**src/rtl/gcd_pkg.sv**
```systemverilog
// gcd_pkg: shared widths, FSM state codes and triple layout for the GCD request sequencer.
package gcd_pkg;
    localparam int GCD_W = 16;
    localparam int TRIPLE_W = 3 * GCD_W;
    localparam logic [GCD_W-1:0] TIMEOUT_RESULT = 16'hFFFF;
    localparam logic [1:0] S_IDLE   = 2'd0;
    localparam logic [1:0] S_LAUNCH = 2'd1;
    localparam logic [1:0] S_WAIT   = 2'd2;
    localparam logic [1:0] S_HOLD   = 2'd3;
    typedef struct packed {
        logic [GCD_W-1:0] a;
        logic [GCD_W-1:0] b;
        logic [GCD_W-1:0] c;
    } triple_t;
endpackage

```
**src/rtl/gcd_triple_fifo.sv**
```systemverilog
// gcd_triple_fifo: DEPTH-entry FIFO of operand triples; pointers carry one extra wrap bit.
module gcd_triple_fifo
    import gcd_pkg::*;
#(
    parameter int DEPTH = 4
) (
    input  logic                clk,
    input  logic                reset_n,
    input  logic                i_push,
    input  logic                i_pop,
    input  logic [TRIPLE_W-1:0] i_data,
    output logic [TRIPLE_W-1:0] o_data,
    output logic                o_full,
    output logic                o_empty
);
    localparam int AW = $clog2(DEPTH);
    logic [AW:0] r_wr;
    logic [AW:0] r_rd;
    logic [TRIPLE_W-1:0] r_mem [DEPTH];
    logic w_do_push;
    assign w_do_push = i_push && !o_full;
    assign o_data    = r_mem[r_rd[AW-1:0]];
    assign o_empty   = r_wr == r_rd;
    assign o_full    = (r_wr[AW] != r_rd[AW]) && (r_wr[AW-1:0] == r_rd[AW-1:0]);
    always_ff @(posedge clk or negedge reset_n) begin
        if (!reset_n) begin
            r_wr <= '0;
            r_rd <= '0;
        end else begin
            if (w_do_push) r_wr <= r_wr + 1'b1;
            if (i_pop && !o_empty) r_rd <= r_rd + 1'b1;
        end
    end
    always_ff @(posedge clk) begin
        if (w_do_push) r_mem[r_wr[AW-1:0]] <= i_data;
    end
endmodule

```
**src/rtl/gcd_req_sequencer.sv**
```systemverilog
// gcd_req_sequencer: collects A,B,C word triples, launches gcd_top one request at a time
// and returns results (or a timeout marker) in request order.
module gcd_req_sequencer
    import gcd_pkg::*;
#(
    parameter int DEPTH   = 4,
    parameter int TIMEOUT = 4096
) (
    input  logic             clk,
    input  logic             reset_n,
    input  logic             in_valid,
    output logic             in_ready,
    input  logic [GCD_W-1:0] in_data,
    output logic             gcd_start,
    output logic [GCD_W-1:0] gcd_A,
    output logic [GCD_W-1:0] gcd_B,
    output logic [GCD_W-1:0] gcd_C,
    input  logic [GCD_W-1:0] gcd_D,
    input  logic             gcd_valid,
    output logic             out_valid,
    input  logic             out_ready,
    output logic [GCD_W-1:0] out_data,
    output logic             out_err,
    output logic             busy
);
    localparam int TW = $clog2(TIMEOUT + 1);
    logic             r_live;
    logic [1:0]       r_wcnt;
    logic [GCD_W-1:0] r_a;
    logic [GCD_W-1:0] r_b;
    logic [1:0]       r_state;
    logic [TW-1:0]    r_tcnt;
    logic [GCD_W-1:0] r_gcd_a;
    logic [GCD_W-1:0] r_gcd_b;
    logic [GCD_W-1:0] r_gcd_c;
    logic [GCD_W-1:0] r_out_data;
    logic             r_out_err;
    logic             w_full;
    logic             w_empty;
    logic             w_accept;
    logic             w_push;
    triple_t          w_head;

    // in_ready stays low until the first edge after reset release
    assign in_ready  = r_live && !w_full;
    assign w_accept  = in_valid && in_ready;
    assign w_push    = w_accept && (r_wcnt == 2'd2);
    assign gcd_start = r_state == S_LAUNCH;
    assign out_valid = r_state == S_HOLD;
    assign gcd_A     = r_gcd_a;
    assign gcd_B     = r_gcd_b;
    assign gcd_C     = r_gcd_c;
    assign out_data  = r_out_data;
    assign out_err   = r_out_err;
    assign busy      = !w_empty || (r_state != S_IDLE) || (r_wcnt != 2'd0);

    gcd_triple_fifo #(.DEPTH(DEPTH)) u_fifo (
        .clk     (clk),
        .reset_n (reset_n),
        .i_push  (w_push),
        .i_pop   (gcd_start),
        .i_data  ({r_a, r_b, in_data}),
        .o_data  (w_head),
        .o_full  (w_full),
        .o_empty (w_empty)
    );

    always_ff @(posedge clk or negedge reset_n) begin
        if (!reset_n) begin
            r_live <= 1'b0;
            r_wcnt <= 2'd0;
            r_a    <= '0;
            r_b    <= '0;
        end else begin
            r_live <= 1'b1;
            if (w_accept) begin
                r_wcnt <= (r_wcnt == 2'd2) ? 2'd0 : r_wcnt + 2'd1;
                if (r_wcnt == 2'd0) r_a <= in_data;
                if (r_wcnt == 2'd1) r_b <= in_data;
            end
        end
    end

    always_ff @(posedge clk or negedge reset_n) begin
        if (!reset_n) begin
            r_state    <= S_IDLE;
            r_tcnt     <= '0;
            r_gcd_a    <= '0;
            r_gcd_b    <= '0;
            r_gcd_c    <= '0;
            r_out_data <= '0;
            r_out_err  <= 1'b0;
        end else begin
            case (r_state)
                S_IDLE: if (!w_empty) begin
                    r_state <= S_LAUNCH;
                    r_gcd_a <= w_head.a;
                    r_gcd_b <= w_head.b;
                    r_gcd_c <= w_head.c;
                end
                S_LAUNCH: begin
                    r_state <= S_WAIT;
                    r_tcnt  <= '0;
                end
                // a core result on the final WAIT cycle beats the timeout
                S_WAIT: if (gcd_valid) begin
                    r_state    <= S_HOLD;
                    r_out_data <= gcd_D;
                    r_out_err  <= 1'b0;
                end else if (r_tcnt == TW'(TIMEOUT - 1)) begin
                    r_state    <= S_HOLD;
                    r_out_data <= TIMEOUT_RESULT;
                    r_out_err  <= 1'b1;
                end else begin
                    r_tcnt <= r_tcnt + 1'b1;
                end
                S_HOLD: if (out_ready) r_state <= S_IDLE;
                default: r_state <= S_IDLE;
            endcase
        end
    end
endmodule
```
**config.mk**
```make
export PLATFORM = sky130hd
export DESIGN_NAME = gcd_req_sequencer
export DESIGN_NICKNAME = d
export VERILOG_FILES = /design/src/rtl/gcd_pkg.sv /design/src/rtl/gcd_triple_fifo.sv /design/src/rtl/gcd_req_sequencer.sv
export SDC_FILE = /design/constraint.sdc
export NUM_CORES = 1
export LEC_CHECK = 0
export CELL_PAD_IN_SITES_DETAIL_PLACEMENT = 1
export CELL_PAD_IN_SITES_GLOBAL_PLACEMENT = 2
export CORE_MARGIN = 2
export CORE_UTILIZATION = 30
export DETAILED_ROUTE_END_ITERATION = 10
export GPL_ROUTABILITY_DRIVEN = 0
export PLACE_DENSITY_LB_ADDON = 0.15
export SLEW_MARGIN = 0
export SYNTH_ARGS = -nofsm -noshare
export SYNTH_HDL_FRONTEND = slang
export SYNTH_SLANG_ARGS = --single-unit
```
**constraint.sdc**
```tcl
create_clock -name clk -period 3.3 [get_ports clk]
set_input_delay 0.66 -clock clk [delete_from_list [all_inputs] [get_ports clk]]
set_output_delay 0.66 -clock clk [all_outputs]
set_load 0.02 [all_outputs]
```
==> out/metrics.cfg, run 1 <==
[yosys]
synth_seq_area_share_pct = 73.5
synthCells = 611
synth_enable_flop_cells = 192
async_reset_ff_share_pct = 38.7
ys_ff_latch = 313
avgSynthCellArea_um2 = 19.6
yosysWarnings = 0
synth_nets = 659
ys.flop_type = edfxtp_1
synthesis.area_um2 = 12000
netlist-cell-type-count = 53

[routing]
drtIter0Drc = 256
routed_wl_mm = 25.7
drtAntennaViolNets = 0
drcViolationCount = 0
avgRoutedWirePerCell_um = 19.8
viasPerCell = 4.65
drt-pass1-iter-count = 4
vias = 6039

[clock_tree]
cts_num_sinks = 313
numCtsBuffers = 38
cts_hold_buf = 0
clockBufferDepth = 3
postCtsResizedCells = 0
clock_latency_ns = 0.54
htree_levels = 2
cts_root_buffer = clkbuf_16
post_cts_buffers = 0
cts.reportedPaths.clkPinSlew_ns = 0.06
cts_tree = built

[finish]
layout-drive-gt1-share_pct = 26.6
nFillCells = 3883
synthToLayoutAreaGrowth_pct = 25.2
antennaDiodeCount = 0
fin_nets = 792
design_area_um2 = 15000
final_core_util_pct = 37.9

[sta]
hold_viol = 0
tightest_slew_ns = 1.07
rsz0062_at_grt = no
layout_setup_ws_ns = 0.292
relSlewSlack_pct = 28.6
fin_setup_tns_ns = 0
finClkSkew_ns = 0.0183
max_freq_mhz = 332
timing.final.crit_share_pct = 91.2
maxSlewViolCount = 0
hold_slack_ns = 0.231
setup_violations = 0
min_period_ns = 3.01

[place]
place.port_buffers = 105
dpl-instance-area_um2 = 13700
dp_slack_ns = 0.660
dp_hpwl_mm = 15.2

[floorplan]
pin_count = 106
core-area_um2 = 39500
initial_utilization_pct = 30.2
fp-row-count = 73
die_area_um2 = 41500
fp.dieH_um = 204
die_w_um = 204

[worst_setup_path]
max_stage_delay_ns = 0.57
worst_setup_path_start_kind = register
worstSetupStartpoint = u_fifo.r_rd[2]
endpoint = busy
reg2reg_from = u_fifo.r_rd[0]
r2r_setup_slack_ns = 0.95
cp.required_ns = 2.64
r2r-end = gcd_A[5]
worst_path_max_delay_cell = clkdlybuf4s50_1
reg2reg_depth = 3
critPathMaxFanout = 3
critPathKind = register to output port
critical_path.cell_chain = xor2_1 -> nor3_1 -> nand3_1 -> clkdlybuf4s50_1
cp.arrival_ns = 2.35
endpoint_kind = output port

[global_routing]
overflow = 0
grt_max_degree = 91
grt_pass1_vias = 6845
antenna_found_initial = 0
grt_first_pass_wirelength_mm = 40.8
grtUsageTotal_pct = 13.0

[power_and_ir_drop]
power_density_nw_per_um2 = 956
max-vdd-ir-drop_uv = 450
p_leak_uw = 0.00530

[status]
status = finished, final reports clean

[job]
cap_viol_max_count = 0

[min_path]
hold_class = input pin to async pin

-- metal layers --
metal | up-vias | share of wire [%] | track usage [%] | wire length [um]
met5 | - | 0 | 0 | 0
met4 | 0 | 2.5 | 3.96 | 635
met3 | 45 | 5.2 | 3.74 | 1340
met2 | 128 | 50 | 21.9 | 12800
met1 | 3179 | 43 | 16.1 | 11000
li1 | 2687 | - | - | -
-- how the worst min path moves through the flow --
stage                     slack (ns)    start  cells past startpoint       end
after global placement          0.48  out_err                      1   out_err
after detailed placement        0.49  out_err                      1   out_err
after floorplan                 0.36  reset_n                      0  gcd_A[0]
final                           0.23  reset_n                      1  gcd_B[4]
after global routing            0.29  reset_n                      1  gcd_B[5]
after CTS                       0.25  reset_n                      1  gcd_B[4]
-- power breakdown --
group	total (uW)	switching, uW	internal, uW
combinational	4350	2110	2240
sequential	5770	573	5200
clock	4200	1610	2590
-- cells in the final DEF, fill, tap and decap left out, types with 10 or more instances in the layout --
cell             Yosys  layout
dfrtp_1            121     119
mux4_2              48      48
mux2_1              10      10
mux2_2              72      72
clkdlybuf4s50_1      0     104
edfxtp_1           192     192
inv_1               10      10
nand2_1             14      13
o22a_1              16      16
ha_1                11      11
clkbuf_16            0      39
-- cells in the mapped netlist, types with 2 or more instances --
master      n  area, um2
edfxtp_1  192       5770
a21oi_1     2       10.0
nor4_1      4       25.0
dfrtp_1   121       3030
or4_1       3       22.5
mux4_2     48       1080
xor2_1      4       35.0
buf_4       2       15.0
o22a_1     16        140
o21ai_0     3       15.0
a21o_1      2       15.0
nor2_1      7       26.3
and3_1      2       12.5
mux2_1     10        113
nand2b_1    4       25.0
ha_1       11        138
a31o_2      2       17.5
or2_2       2       12.5
mux2_2     72        811
o311ai_0    3       26.3
clkbuf_1   10       37.5
buf_6       2       22.5
nand2_1    14       52.6
o211ai_1    2       15.0
o31a_1      2       17.5
xnor2_1     6       52.6
nor3_1      2       10.0
nand3_1     9       45.0
a311o_1     2       20.0
and2_1      4       25.0
buf_2      11       55.1
nor2b_1     2       12.5
nand4_1     5       31.3
inv_1      10       37.5
a22o_1      2       17.5
-- metrics by stage --
step	instances	total power (uW)
after detailed placement	1229	10300
after floorplan	611	8560
after CTS	1298	14600
final	1298	14300
after global placement	1229	10200
after global routing	1298	15100
-- cell families after synthesis --
| group | synth area share (%) |
|---|---|
| flip-flops | 73.5 |
| buffers and inverters | 1.40 |
| AO/OA/AOI/OAI | 3.11 |
| AND/OR/NAND/NOR | 3.27 |
| multiplexers | 16.8 |
| other | 0.0314 |
| adder cells (fa/ha/maj) | 1.15 |
| XOR/XNOR | 0.732 |
-- state kept, by name (all words and copies together) (netlist names) --
signal,flops
out_data,16
r_live,1
out_err,1
u_fifo.r_rd,3
gcd_A,16
u_fifo.r_wr,3
r_state,2
u_fifo.r_mem,192
r_wcnt,2
r_a,16
r_b,16
gcd_C,16
gcd_B,16
r_tcnt,13
-- cell type report --
class	count	area, um2	share of cell area [%]
Timing Repair Buffer	118	1200	8.01
Sequential cell	313	8800	58.8
Tap cell	525	657	4.39
Inverter	10	37.5	0.251
Clock inverter	21	258	1.72
Clock buffer	48	1020	6.81
Multi-Input combinational cell	263	3000	20.1
-- worst max-delay path: cells and delay by family (launching register included) --
kind | cells | cell delay [ns]
xor+xnor | 1 | 0.21
simple gates | 2 | 0.60
buf+inv | 1 | 0.57
flops | 1 | 0.42
(Power assumes the default switching activity.)
==> run 2, diff against run 1 <==
DONT_BUFFER_PORTS = 1   (was not set)
==> run 2 against run 1 <==
The run now ends with hold timing left. Die area stayed put. Clock skew decreased by 0.0050 ns. Count of clock-buffer cells in the layout is 3 higher. Cell area down 7.4%. Largest power group unchanged. Highest routed layer unchanged.
==> out/metrics.cfg, run 2 (synthesis gave the netlist of run 1 again) <==
[status]
status = finished, violations left  ; was finished, final reports clean
violations = hold timing

[sta]
rsz0062_at_grt = no  ; unchanged
relSlewSlack_pct = 42.1  ; was 28.6%
timing.final.crit_share_pct = 83.4  ; was 91.2%
tightest_slew_ns = 0.868  ; was 1.07 ns
setup_violations = 0  ; unchanged
hold_viol = 121  ; was 0
min_period_ns = 2.75  ; was 3.01 ns
finClkSkew_ns = 0.0133  ; was 0.0183 ns
maxSlewViolCount = 0  ; unchanged
fin_setup_tns_ns = 0  ; unchanged
hold_slack_ns = -0.170  ; was 0.231 ns
max_freq_mhz = 363  ; was 332 MHz

[power_and_ir_drop]
p_leak_uw = 0.00485  ; was 0.00530 uW
power_density_nw_per_um2 = 959  ; was 956 nW/um2
p_total_uw = 13300  ; was 14300 uW
max-vdd-ir-drop_uv = 434  ; was 450 uV

[finish]
antennaDiodeCount = 0  ; unchanged
final_cell_mix = edfxtp_1 (192), dfrtp_1 (119), mux2_2 (72)  ; was edfxtp_1 (192), dfrtp_1 (119), clkdlybuf4s50_1 (104)
final_core_util_pct = 35.1  ; was 37.9%
fin_nets = 686  ; was 792
layout-drive-gt1-share_pct = 29.5  ; was 26.6%
final_common_cell = edfxtp_1  ; unchanged
largest_reg_flops = 192  ; unchanged
design_area_um2 = 13900  ; was 15000 um2
synthToLayoutAreaGrowth_pct = 16.0  ; was 25.2%

[clock_tree]
htree_levels = 2  ; unchanged
post_cts_buffers = 0  ; unchanged
cts_tree = built  ; unchanged
cts_num_sinks = 313  ; unchanged
cts_root_buffer = clkbuf_16  ; unchanged
clockBufferDepth = 3  ; unchanged
numCtsBuffers = 37  ; was 38
postCtsResizedCells = 0  ; unchanged
cts.reportedPaths.clkPinSlew_ns = 0.06  ; about the same
clock_latency_ns = 0.53  ; was 0.54 ns

[min_path]
hold_class = input pin to async pin  ; unchanged

[worst_setup_path]
worst_setup_path_start_kind = register  ; unchanged
critPathKind = register to output port  ; unchanged
endpoint_kind = output port  ; unchanged
cp.required_ns = 2.64  ; about the same
r2r_setup_slack_ns = 0.81  ; was 0.95 ns
critPathMaxFanout = 16  ; was 3
endpoint = busy  ; unchanged
r2r-end = u_fifo.r_mem[1][32]  ; was gcd_A[5]
cp.arrival_ns = 2.09  ; was 2.35 ns
worstSetupStartpoint = u_fifo.r_rd[0]  ; was u_fifo.r_rd[2]
reg2reg_from = u_fifo.r_rd[0]  ; unchanged
reg2reg_depth = 4  ; was 3

[place]
dpl-instance-area_um2 = 12700  ; was 13700 um2
place.port_buffers = 0  ; was 105
dp_hpwl_mm = 15.4  ; was 15.2 mm

[routing]
routed_wl_mm = 26.9  ; was 25.7 mm
drtIter0Drc = 245  ; was 256
vias = 5633  ; was 6039
drcViolationCount = 0  ; unchanged
drt-pass1-iter-count = 4  ; unchanged
avgRoutedWirePerCell_um = 22.7  ; was 19.8 um
drtAntennaViolNets = 0  ; unchanged
viasPerCell = 4.74  ; was 4.65

[job]
cap_viol_max_count = 0  ; unchanged

[floorplan]
fp-row-count = 73  ; unchanged
die_w_um = 204  ; unchanged
initial_utilization_pct = 30.2  ; unchanged
fp.dieH_um = 204  ; unchanged
die_area_um2 = 41500  ; unchanged
core-area_um2 = 39500  ; unchanged
pin_count = 106  ; unchanged

[global_routing]
grt_pass1_vias = 6519  ; was 6845
grt_max_degree = 122  ; was 91
overflow = 0  ; unchanged
antenna_found_initial = 0  ; unchanged
grtUsageTotal_pct = 13.5  ; was 13.0%
grt_first_pass_wirelength_mm = 41.5  ; was 40.8 mm

## run 2: cell count changes in the layout (fill, tap and decap cells not counted)
cell and change:
buf_12 +3, buf_4 -3, buf_6 -1, bufinv_16 -2, clkbuf_1 +2, clkbuf_8 +1, clkdlybuf4s50_1 -104, clkinv_1 +3
clkinv_2 -4, clkinv_8 -2, clkinvlp_4 -3, inv_6 +1
## run 2: worst max-delay path: stages (launching register included)
cell and delay, ns:
dfrtp_4 0.62, xor2_1 0.22, nor3_1 0.38, nand3_1 0.35
## run 2: worst min path at each step
stage	startpoint	end	slack (ns)	depth (start not counted)
floorplan	reset_n	gcd_A[0]	0.36	0
global placement	reset_n	gcd_B[5]	0.37	0
detailed placement	reset_n	gcd_B[5]	0.37	0
CTS	reset_n	gcd_A[10]	-0.20	0
global route	reset_n	gcd_B[5]	-0.20	0
finish	reset_n	gcd_B[5]	-0.17	0
## run 2: metrics by stage
stage / instances / setup slack, ns
floorplan: 611 / 0.526
detailed placement: 1124 / 0.728
CTS: 1189 / 0.472
finish: 1189 / 0.547
global placement: 1124 / 0.820
global route: 1189 / 0.416
## run 2: metal layers
layer,up-vias,routed length (um),GRT usage (%)
li1,2465,-,-
met1,3005,11200,16.6
met2,130,13200,22.2
met3,33,1990,4.68
met4,0,558,4.33
met5,-,0,0
## run 2: report_power, final
group	switching [uW]	internal [uW]
combinational	1310	1530
clock	1560	2430
sequential	1270	5190
total	4140	9160
## run 2: layout make-up
| type | count | area [um2] |
|---|---|---|
| repair buffers | 13 | 185 |
| flip-flops and latches | 313 | 8800 |
| well taps | 525 | 657 |
| inverters | 10 | 37.5 |
| clock inverters | 14 | 143 |
| multi-input cells | 263 | 3000 |
| fillers | 3857 | 25700 |
| clock buffers | 51 | 1040 |
==> run 3, diff against run 2 <==
clock period = 2.61 ns   (was 3.3 ns; I/O delays follow)
==> run 3 against run 2 <==
The flow still finishes with violations (hold timing). Critical endpoint unchanged. Clock skew is 0.0053 ns higher. Via count is 1.3% higher. Core utilization hardly changed. Sequential power is 25% higher. Highest routed layer unchanged.
==> out/metrics.cfg, run 3 (synthesis gave the netlist of run 1 again) <==
[status]
status = finished, violations left  ; unchanged
violations = hold timing  ; unchanged

[sta]
fin_setup_tns_ns = 0  ; unchanged
relSlewSlack_pct = 43.9  ; was 42.1%
hold_viol = 121  ; unchanged
min_period_ns = 2.41
finClkSkew_ns = 0.0186  ; was 0.0133 ns
max_freq_mhz = 415
tightest_slew_ns = 0.841  ; was 0.868 ns
rsz0062_at_grt = no  ; unchanged
setup_violations = 0  ; unchanged
hold_slack_ns = -0.299  ; was -0.170 ns
timing.final.crit_share_pct = 92.3
maxSlewViolCount = 0  ; unchanged

[global_routing]
antenna_found_initial = 0  ; unchanged
globalRoute.busiestLayer = met2  ; unchanged
grt_first_pass_wirelength_mm = 40.6  ; was 41.5 mm
met1_usage_pct = 15.8  ; was 16.6%
grt_util_met2_pct = 22.0  ; was 22.2%
grtUsageTotal_pct = 12.9  ; was 13.5%
overflow = 0  ; unchanged
grt_max_degree = 122  ; unchanged
grt_pass1_vias = 6624  ; was 6519
grtUsageMet3_pct = 3.93  ; was 4.68%

[floorplan]
fp-row-count = 73  ; unchanged
fp.dieH_um = 204  ; unchanged
pin_count = 106  ; unchanged
die_area_um2 = 41500  ; unchanged
core-area_um2 = 39500  ; unchanged
initial_utilization_pct = 30.2  ; unchanged
die_w_um = 204  ; unchanged

[routing]
avgRoutedWirePerCell_um = 21.4  ; was 22.7 um
drt-pass1-iter-count = 4  ; unchanged
vias = 5706  ; was 5633
viasPerCell = 4.77  ; was 4.74
drcViolationCount = 0  ; unchanged
routed_wl_mm = 25.6  ; was 26.9 mm
drtAntennaViolNets = 0  ; unchanged
drtIter0Drc = 201  ; was 245

[finish]
layout-drive-gt1-share_pct = 30.3  ; was 29.5%
antennaDiodeCount = 0  ; unchanged
synthToLayoutAreaGrowth_pct = 15.9  ; was 16.0%
nFillCells = 3889  ; was 3857
stdcell_count = 1196  ; was 1189
fin_nets = 691  ; was 686
largest_reg_flops = 192  ; unchanged
final_common_cell = edfxtp_1  ; unchanged
final_core_util_pct = 35.0  ; was 35.1%
final_cell_mix = edfxtp_1 (192), dfrtp_1 (119), mux2_2 (72)  ; unchanged

[clock_tree]
htree_levels = 2  ; unchanged
cts.reportedPaths.clkPinSlew_ns = 0.06  ; about the same
clockBufferDepth = 3  ; unchanged
cts_tree = built  ; unchanged
cts_root_buffer = clkbuf_16  ; unchanged
clock_latency_ns = 0.53  ; about the same
numCtsBuffers = 37  ; unchanged
cts_num_sinks = 313  ; unchanged

[worst_setup_path]
endpoint_kind = output port  ; unchanged
cp.arrival_ns = 1.89  ; was 2.09 ns
r2r_setup_slack_ns = 0.36  ; was 0.81 ns
critPathKind = register to output port  ; unchanged
worstSetupStartpoint = u_fifo.r_rd[2]  ; was u_fifo.r_rd[0]
cp.required_ns = 2.09  ; was 2.64 ns
reg2reg_from = r_tcnt[0]  ; was u_fifo.r_rd[0]
worst_setup_path_start_kind = register  ; unchanged
reg2reg_depth = 5  ; was 4
critPathMaxFanout = 3  ; was 16
endpoint = busy  ; unchanged
r2r-end = out_data[9]  ; was u_fifo.r_mem[1][32]

[power_and_ir_drop]
p_leak_uw = 0.00486  ; was 0.00485 uW
power_density_nw_per_um2 = 1200  ; was 959 nW/um2
max-vdd-ir-drop_uv = 635  ; was 434 uV
p_total_uw = 16700  ; was 13300 uW

[place]
dp_hpwl_mm = 15.0  ; was 15.4 mm
dp_cells = 1129  ; was 1124
place.port_buffers = 0  ; unchanged

[job]
cap_viol_max_count = 0  ; unchanged

[min_path]
hold_class = input pin to async pin  ; unchanged

==> run 3: layout make-up <==
class	count	area, um2	share of cell area [%]
inverter	10	37.5	0.271
clock inverter	12	111	0.804
sequential	313	8800	63.5
tap	525	657	4.74
timing repair buffer	18	198	1.43
multi-input combinational	263	3010	21.7
clock buffer	55	1040	7.54
==> run 3: worst max-delay path, stage by stage (launching register included) <==
cell and delay, ns:
dfrtp_1 0.43, xor2_1 0.22, nor3_2 0.38, nand3_1 0.33
==> run 3: repair_timing <==
action	4_1_cts	5_1_grt
buffers inserted	0	0
resized for setup	0	1
endpoints found under the hold margin	121	121
setup endpoints to repair	0	1
==> run 3: metal layers <==
layer,wire length [um],share of wire [%]
met1,10800,42
met2,12700,49
met3,1600,6.2
met4,561,2.2
met5,0,0
==> run 3: how the worst min path moves through the flow <==
stage | startpoint | to | slack (ns)
CTS | reset_n | r_a[10] | -0.34
detailed placement | reset_n | gcd_B[5] | 0.23
finish | reset_n | gcd_B[3] | -0.30
floorplan | reset_n | gcd_A[0] | 0.23
global placement | reset_n | gcd_B[5] | 0.23
global route | reset_n | gcd_B[3] | -0.33
==> run 3: per-stage QoR <==
stage          hold WS (ns)  setup WS (ns)  cell area (um2)
2_1_floorplan         0.226          0.381            12000
3_3_place_gp          0.231          0.473            12700
3_5_place_dp          0.233          0.355            12700
4_1_cts              -0.343         0.0468            13800
5_1_grt              -0.325          0.158            13900
6_report             -0.299          0.202            13900
==> run 3: power by group <==
part           switching [uW]  internal (uW)  total, uW
clock network            1990           2890       4880
registers                1490           6570       8050
logic                    1750           1970       3710
